[src/rtl/ifetch_sequencer.sv]
// ifetch_sequencer
//   Fetch controller for the extended-format decoder. Reads 16-bit halfwords
//   from a variable-latency instruction memory. Per instruction it selects the
//   16-bit standard format or the 32-bit extended format (chosen by the opcode
//   in the first halfword). It presents the result to decode through a
//   valid/ready holding register, and handles branch redirects, including
//   draining a memory read that is already in flight.
//
// Ports
//   clk, rst        clock, asynchronous active-high reset
//   imem_req/addr   halfword read request, held until imem_valid
//   imem_rdata      read data, sampled when imem_valid=1
//   imem_valid      read completion (may coincide with the request cycle)
//   branch_valid    single-cycle redirect pulse
//   branch_target   redirect halfword address
//   instr_valid     holding register occupied
//   instr_ready     decode accepts on instr_valid & instr_ready
//   instruction_16  first halfword
//   instruction_32  {first, second}, or {first, 16'h0} for the 16-bit format
//   use_extended    instruction is the 32-bit format
//   instr_pc        address of the first halfword
module ifetch_sequencer #(
    parameter int unsigned       ADDR_W          = 8,
    parameter logic [ADDR_W-1:0] RESET_PC        = '0,
    parameter logic [15:0]       EXT_OPCODE_MASK = 16'h00C0
) (
    input  logic              clk,
    input  logic              rst,
    output logic              imem_req,
    output logic [ADDR_W-1:0] imem_addr,
    input  logic [15:0]       imem_rdata,
    input  logic              imem_valid,
    input  logic              branch_valid,
    input  logic [ADDR_W-1:0] branch_target,
    output logic              instr_valid,
    input  logic              instr_ready,
    output logic [15:0]       instruction_16,
    output logic [31:0]       instruction_32,
    output logic              use_extended,
    output logic [ADDR_W-1:0] instr_pc
);

    typedef enum logic [2:0] {
        S_RESET,
        S_FETCH1,
        S_FETCH2,
        S_HOLD,
        S_DRAIN
    } state_t;

    state_t            state_q, state_d;
    logic [ADDR_W-1:0] pc_q, pc_d;
    logic [ADDR_W-1:0] drain_addr_q, drain_addr_d;
    logic [15:0]       hw1_q, hw1_d;
    logic [15:0]       hw2_q, hw2_d;
    logic              ext_q, ext_d;

    logic [ADDR_W-1:0] pc_plus1;
    logic [ADDR_W-1:0] pc_plus2;

    // Modulo-2^ADDR_W arithmetic: the top halfword wraps to address 0.
    assign pc_plus1 = pc_q + ADDR_W'(1);
    assign pc_plus2 = pc_q + ADDR_W'(2);

    // State register
    always_ff @(posedge clk or posedge rst) begin
        if (rst) begin
            state_q      <= S_RESET;
            pc_q         <= RESET_PC;
            drain_addr_q <= '0;
            hw1_q        <= '0;
            hw2_q        <= '0;
            ext_q        <= 1'b0;
        end else begin
            state_q      <= state_d;
            pc_q         <= pc_d;
            drain_addr_q <= drain_addr_d;
            hw1_q        <= hw1_d;
            hw2_q        <= hw2_d;
            ext_q        <= ext_d;
        end
    end

    // Next-state logic. A branch beats every other transition. If the
    // outstanding read has not yet returned, its address is kept in
    // drain_addr so that the request stays stable until the memory answers.
    always_comb begin
        state_d      = state_q;
        pc_d         = pc_q;
        drain_addr_d = drain_addr_q;
        hw1_d        = hw1_q;
        hw2_d        = hw2_q;
        ext_d        = ext_q;

        case (state_q)
            S_RESET: state_d = S_FETCH1;

            S_FETCH1: begin
                if (branch_valid) begin
                    pc_d         = branch_target;
                    drain_addr_d = pc_q;
                    state_d      = imem_valid ? S_FETCH1 : S_DRAIN;
                end else if (imem_valid) begin
                    hw1_d   = imem_rdata;
                    ext_d   = EXT_OPCODE_MASK[imem_rdata[15:12]];
                    state_d = EXT_OPCODE_MASK[imem_rdata[15:12]] ? S_FETCH2 : S_HOLD;
                end
            end

            S_FETCH2: begin
                if (branch_valid) begin
                    pc_d         = branch_target;
                    drain_addr_d = pc_plus1;
                    state_d      = imem_valid ? S_FETCH1 : S_DRAIN;
                end else if (imem_valid) begin
                    hw2_d   = imem_rdata;
                    state_d = S_HOLD;
                end
            end

            S_HOLD: begin
                if (instr_ready) begin
                    // The handshake completes even when a branch arrives in
                    // the same cycle; only the next fetch address changes.
                    pc_d    = branch_valid ? branch_target : (ext_q ? pc_plus2 : pc_plus1);
                    state_d = S_FETCH1;
                end else if (branch_valid) begin
                    pc_d    = branch_target;
                    state_d = S_FETCH1;
                end
            end

            S_DRAIN: begin
                if (branch_valid) begin
                    pc_d = branch_target;
                end
                if (imem_valid) begin
                    state_d = S_FETCH1;
                end
            end

            default: state_d = S_RESET;
        endcase
    end

    // Output logic. The data outputs are gated by the hold state, so they
    // read zero whenever no instruction is held, including during reset.
    always_comb begin
        imem_req       = 1'b0;
        imem_addr      = '0;
        instr_valid    = 1'b0;
        use_extended   = 1'b0;
        instruction_16 = '0;
        instruction_32 = '0;
        instr_pc       = '0;

        case (state_q)
            S_FETCH1: begin
                imem_req  = 1'b1;
                imem_addr = pc_q;
            end
            S_FETCH2: begin
                imem_req  = 1'b1;
                imem_addr = pc_plus1;
            end
            S_DRAIN: begin
                imem_req  = 1'b1;
                imem_addr = drain_addr_q;
            end
            S_HOLD: begin
                instr_valid    = 1'b1;
                use_extended   = ext_q;
                instruction_16 = hw1_q;
                instruction_32 = ext_q ? {hw1_q, hw2_q} : {hw1_q, 16'h0000};
                instr_pc       = pc_q;
            end
            default: ;
        endcase
    end

endmodule

[config.mk]
export PLATFORM = sky130hd
export DESIGN_NAME = ifetch_sequencer
export DESIGN_NICKNAME = d
export VERILOG_FILES = /design/src/rtl/ifetch_sequencer.sv
export SDC_FILE = /design/constraint.sdc
export NUM_CORES = 1
export LEC_CHECK = 0
export ABC_CLOCK_PERIOD_IN_PS = 6100
export CORE_MARGIN = 5
export CORE_UTILIZATION = 50
export DETAILED_ROUTE_END_ITERATION = 8
export PLACE_DENSITY = 0.84
export SLEW_MARGIN = 20
export SYNTH_ARGS = -nofsm -noshare
export SYNTH_HDL_FRONTEND = slang
export SYNTH_SLANG_ARGS = --single-unit
[constraint.sdc]
create_clock -name clk -period 6.1 [get_ports clk]
set_clock_uncertainty 0.05 [all_clocks]
set_input_delay 1.22 -clock clk [delete_from_list [all_inputs] [get_ports clk]]
set_output_delay 1.22 -clock clk [all_outputs]
set_load 0.02 [all_outputs]
==> results_dict.tcl, run 1 <==
set metrics [dict create \
    cts_sinks 52 \
    drv_slew 0 \
    timing.critical_path.from "state_q[0]$_DFFE_PP0P_" \
    cap_violations 0 \
    die_area_sq_um 8270 \
    stdcell_count 475 \
    final_cell_area_sq_um 4190 \
    syn_area_sq_um 3270 \
    layout.area.seq_sq_um 1300 \
    crit_path_end_kind "output port" \
    worstSetupPathType "flip-flop to output port" \
    wl_um 8640 \
    multiInputGateArea_sq_um 1680 \
    ys_seq_area_share_pct 39.7 \
    cts.clk_slew.worst_paths_ns 0.10 \
    async_reset_ff_share_pct 100 \
    fillers 509 \
    start_util_pct 51.6 \
    setup_viol 0 \
    drtPass1Iterations 5 \
    num_io_pins 96 \
    synth_cell_type_count 52 \
    rrSetupSlack_ns 2.99 \
    rows 29 \
    synth_area_leaders "dfrtp_1, mux2_2, and3_1, mux2_4, buf_4" \
    fmax_ghz 0.216 \
    die_h_um 90.9 \
    area_delta_synth_final_pct 27.8 \
    ys_ff_latch 52 \
    worst_slack_ns 1.46 \
    route.vias.total 2800 \
    wire_per_inst_um 18.2 \
    cts.repair.resized 0 \
    cts_setup_buffers 0 \
    root_buffer "clkbuf_8" \
    rsz0062_at_grt "no" \
    post-place-ws_ns 1.88 \
    worstPathCellList "or3b_1, clkinv_4, ha_1, o21ai_0, nor2_1, a21oi_1, o21ai_0, clkdlybuf4s50_1" \
    ir_worst_vdd_uv 244 \
    syn_inst 334 \
    synth_common_cells "dfrtp_1, and3_1, mux2_2, nand2_1, o21ai_0" \
    finalHoldViolCount 0 \
    synthFlopType "dfrtp_1" \
    placed_cell_area_sq_um 4090 \
    p_leak_nw 1.79 \
    r2r_start "state_q[0]$_DFFE_PP0P_" \
    start_kind "flip-flop" \
    min_from "drain_addr_q[0]$_DFFE_PP0P_" \
    drive_above_1_share_pct 13.1 \
    status "complete, no violations" \
    grt_max_degree 53 \
    grt.total_usage_pct 21.1 \
    max_stage_delay_ns 0.81 \
    syn-num-nets 367 \
    clkLatencyLatePin_ns 0.31 \
    slew_headroom_pct 28.2 \
    synth_top_area_share_pct 39.7 \
    num_antenna_cells 0 \
    antenna_found_initial 0 \
    ctsHoldBuffers 0 \
    worst_ep_required_time_ns 4.83 \
    fin_util_pct 65.9 \
    antenna_left 0 \
    power.density_nw_per_um2 402 \
    cts_buffers 5 \
    timing.final.crit_period_ns 4.64 \
    post-route-drc-count 0 \
    yosysMostFrequentCell "dfrtp_1" \
    yosysTopAreaCell "dfrtp_1" \
    place_inst 467 \
    finalSetupTns_ns 0 \
    crit_fanout 40 \
    crit_top_cell "o21ai_0" \
    drtIter0Drc 258 \
    critPathSlowestCell "dfrtp_1" \
    port_buffers 95 \
    synth_warnings 0 \
    clock_path_buffers 2 \
    nets 430 \
    die_width_um 90.9 \
    overflow 0 \
    cts_tree "done" \
    place_congestion 0.982 \
    avgViaCountPerCell 5.89 \
    worstMarginPinSlew_ns 1.08 \
    htree_levels 2 \
    place_hpwl_um 6190 \
    synth-edff-count 0 \
    grt_pass1_vias 2833 \
    coreArea_sq_um 6350 \
    grt_pass1_wl_um 14400 \
    min_path_type "flip-flop to flip-flop" \
    fin_crit_sh_pct 76.0 \
    avgSynthCellArea_sq_um 9.80 \
    worst_ep_arrival_time_ns 3.37 \
]
==> per-stage QoR <==
step | power, mW | hold WS [ns]
after detailed placement | 1.48 | 0.427
after global placement | 1.45 | 0.419
after floorplan | 1.20 | 0.400
final | 1.68 | 0.448
after CTS | 1.69 | 0.451
after global routing | 1.79 | 0.467
==> layout by cell type (no fill, tap or decap), drive strengths merged, types with 10 or more instances in the layout <==
master,Yosys,layout
clkdlybuf4s50,0,95
dfrtp,52,52
mux2,33,33
and3,27,27
o21ai,23,23
nand2,21,21
and2,17,17
nor2,14,14
xnor2,10,10
==> power breakdown <==
part           leakage, nW  switching [mW]  internal (mW)
Clock               0.0485           0.122         0.0825
Combinational         1.10           0.397          0.403
Sequential           0.642           0.180          0.497
==> flip-flops by register name, indices dropped and copies added (netlist names) <==
signal / count
drain_addr_q: 8
ext_q: 1
pc_q: 8
hw1_q: 16
state_q: 3
hw2_q: 16
==> routing by layer <==
layer	global-route usage, %	wire length (um)
met5	0	0
met1	28.2	3630
met2	35.1	4220
met4	7.33	163
met3	2.92	627
==> cell type report <==
| class | instances | area share (%) |
|---|---|---|
| sequential | 52 | 31.1 |
| tap | 77 | 2.30 |
| clock inverter | 3 | 0.538 |
| timing repair buffer | 99 | 23.4 |
| inverter | 9 | 0.957 |
| clock buffer | 5 | 1.64 |
| multi-input combinational | 230 | 40.0 |
==> worst paths after layout <==
path                                          endpoint  depth (start not counted)
max                                       imem_addr[0]                          8
min                        drain_addr_q[0]$_DFFE_PP0P_                          2
max reg2reg                       hw1_q[6]$_DFFE_PP0P_                          3
min reg2reg                drain_addr_q[0]$_DFFE_PP0P_                          2
max in group asynchronous        hw2_q[15]$_DFFE_PP0P_                          2
min in group asynchronous         hw2_q[5]$_DFFE_PP0P_                          2
==> kinds of logic after synthesis <==
kind of cell | synth area share (%)
adders and majority gates | 1.53
buffers and inverters | 9.09
muxes | 13.7
xor gates and xnor gates | 3.21
DFF | 39.7
AOI/OAI and AO/OA | 11.7
and+or+nand+nor | 21.0
==> worst max-delay path, delay by kind of cell (launching register included) <==
family                   cells  cell delay [ns]
adder cells (fa/ha/maj)      1             0.19
flip-flops                   1             0.81
AO/OA/AOI/OAI                3             0.35
AND/OR/NAND/NOR              2             0.91
buffers and inverters        2             0.80
Power figures use the tool's default switching activity.
==> inputs of run 2 (changes only) <==
Settings changed: ABC_CLOCK_PERIOD_IN_PS 6100 to 3800, CORE_UTILIZATION 50 to 43, PLACE_DENSITY 0.84 to 0.77.
Clock period 6.1 ns to 3.8 ns, I/O delays scaled along.
==> run 2 against run 1 <==
Combinational power rose by 68%; sequential share of layout area down 0.50 points; register-to-register slack lost 1.6 ns; largest power group unchanged; highest routed layer unchanged.
==> results_dict.tcl, run 2 (synthesis results as in run 1) <==
set metrics [dict create \
    route.vias.total 2803 \
    crit_fanout 15 \
    drtPass1Iterations 5 \
    clkLatencyLatePin_ns 0.32 \
    min_path_type "flip-flop to flip-flop" \
    placed_cell_area_sq_um 4170 \
    wl_um 8660 \
    power.switching_mw 1.12 \
    coreArea_sq_um 7330 \
    fin_hold_ws_ns 0.450 \
    intPower_mw 1.59 \
    cts.repair.resized 0 \
    combPwrFrac_pct 49.6 \
    wire_per_inst_um 17.2 \
    ir_worst_vdd_uv 297 \
    layout_commonest_cell "clkdlybuf4s50_1" \
    worstPathCellList "or3b_1, clkinv_4, ha_1, o21ai_0, nor2_1, a21oi_1, o21ai_0, clkdlybuf4s50_1" \
    worst_ep_arrival_time_ns 2.83 \
    stdcell_count 503 \
    antenna_found_initial 0 \
    power.density_nw_per_um2 636 \
    cp_num_buf_inv 2 \
    worstMarginPinSlew_ns 0.677 \
    status "complete, no violations" \
    min_to "drain_addr_q[1]$_DFFE_PP0P_" \
    port_buffers 95 \
    num_io_pins 96 \
    area_delta_synth_final_pct 29.9 \
    post-route-drc-count 0 \
    overflow 0 \
    cts_setup_buffers 0 \
    cap_violations 0 \
    setup_viol 0 \
    cts_buffers 5 \
    slew_headroom_pct 54.8 \
    max_stage_delay_ns 0.65 \
    fmax_ghz 0.275 \
    nets 436 \
    final_cell_area_sq_um 4250 \
    cts_tree "done" \
    finalHoldViolCount 0 \
    cts_sinks 52 \
    place_inst 495 \
    critPathSlowestCell "clkdlybuf4s50_1" \
    ctsHoldBuffers 0 \
    antenna_left 0 \
    die_h_um 97.3 \
    clock_path_buffers 2 \
    r2r-end "drain_addr_q[2]$_DFFE_PP0P_" \
    worstSetupPathType "flip-flop to output port" \
    crit_path_end_kind "output port" \
    fin_crit_sh_pct 95.7 \
    die_width_um 97.3 \
    fillers 616 \
    post-place-ws_ns 0.598 \
    grt_max_degree 40 \
    pwr-share-seq_pct 38.2 \
    p_leak_nw 1.81 \
    rsz0062_at_grt "no" \
    htree_levels 2 \
    drtIter0Drc 310 \
    cts.clk_slew.worst_paths_ns 0.09 \
    grt.total_usage_pct 18.5 \
    rows 31 \
    timing.final.crit_period_ns 3.64 \
    start_kind "flip-flop" \
    fin_util_pct 58.0 \
    finalSetupTns_ns 0 \
    crit_top_cell "o21ai_0" \
    rrSetupSlack_ns 1.36 \
    place_congestion 0.925 \
    p_sw_share_pct 41.2 \
    min_path_cells 2 \
    worst_slack_ns 0.164 \
    root_buffer "clkbuf_8" \
    grt_pass1_vias 2881 \
    worst_ep_required_time_ns 2.99 \
    drive_above_1_share_pct 14.1 \
    drv_slew 0 \
    num_antenna_cells 0 \
    avgViaCountPerCell 5.57 \
    grt_pass1_wl_um 14400 \
    start_util_pct 44.7 \
    top_regs "hw1_q x16, hw2_q x16" \
    clkPwrFrac_pct 12.2 \
    critical-path-top-delay-family "buffers and inverters" \
    power_mw 2.71 \
    min_from "drain_addr_q[1]$_DFFE_PP0P_" \
    place_hpwl_um 6220 \
    rr_worst_depth 5 \
    die_area_sq_um 9460 \
    r2r_start "state_q[0]$_DFFE_PP0P_" \
    final_cell_mix "clkdlybuf4s50_1, dfrtp_1, and3_1" \
]
## run 2: cell count changes in the layout (fill, tap and decap cells not counted)
cell / change
clkbuf_1: +1
clkinv_2: -2
inv_6: -1
buf_4: +6
inv_2: +1
clkinvlp_4: +1
## run 2: worst max path at each step
| stage | slack, ns | endpoint | cells past startpoint | from |
|---|---|---|---|---|
| 3_5_place_dp | 0.60 | imem_addr[0] | 8 | state_q[1]$_DFFE_PP0P_ |
| 3_3_place_gp | 0.68 | imem_addr[0] | 8 | state_q[1]$_DFFE_PP0P_ |
| 2_1_floorplan | 1.08 | imem_addr[0] | 9 | state_q[2]$_DFFE_PP0P_ |
| 5_1_grt | 0.06 | imem_addr[0] | 8 | state_q[1]$_DFFE_PP0P_ |
| 6_report | 0.16 | imem_addr[0] | 8 | state_q[1]$_DFFE_PP0P_ |
| 4_1_cts | 0.22 | imem_addr[0] | 8 | state_q[1]$_DFFE_PP0P_ |
## run 2: area by class of cell
type	count	area, sq um	area share [%]
inverters	9	38.8	0.912
repair buffers	105	1030	24.1
clock inverters	2	16.3	0.382
clock buffers	6	72.6	1.71
well taps	99	124	2.91
flip-flops and latches	52	1300	30.6
multi-input cells	230	1680	39.4
## run 2: power groups by stage
stage          clock network (mW)  logic (mW)  registers (mW)
2_1_floorplan                   0        1.02           0.902
3_3_place_gp                    0        1.32            1.02
3_5_place_dp                    0        1.35            1.04
4_1_cts                     0.338        1.35            1.03
5_1_grt                     0.356        1.46            1.07
6_report                    0.330        1.34            1.03
## run 2: per-layer routing
layer	GRT usage, %	vias up	routed length [um]
met4	5.64	0	184
met1	24.4	1342	3650
li1	-	1303	-
met5	0	-	0
met3	3.59	22	587
met2	30.6	136	4240
## run 2: worst register-to-register path: stages (launching register included)
cell	delay (ns)
dfrtp_1	0.36
buf_4	0.33
nor2b_1	0.61
o211ai_1	0.41
buf_4	0.30
mux2_2	0.28
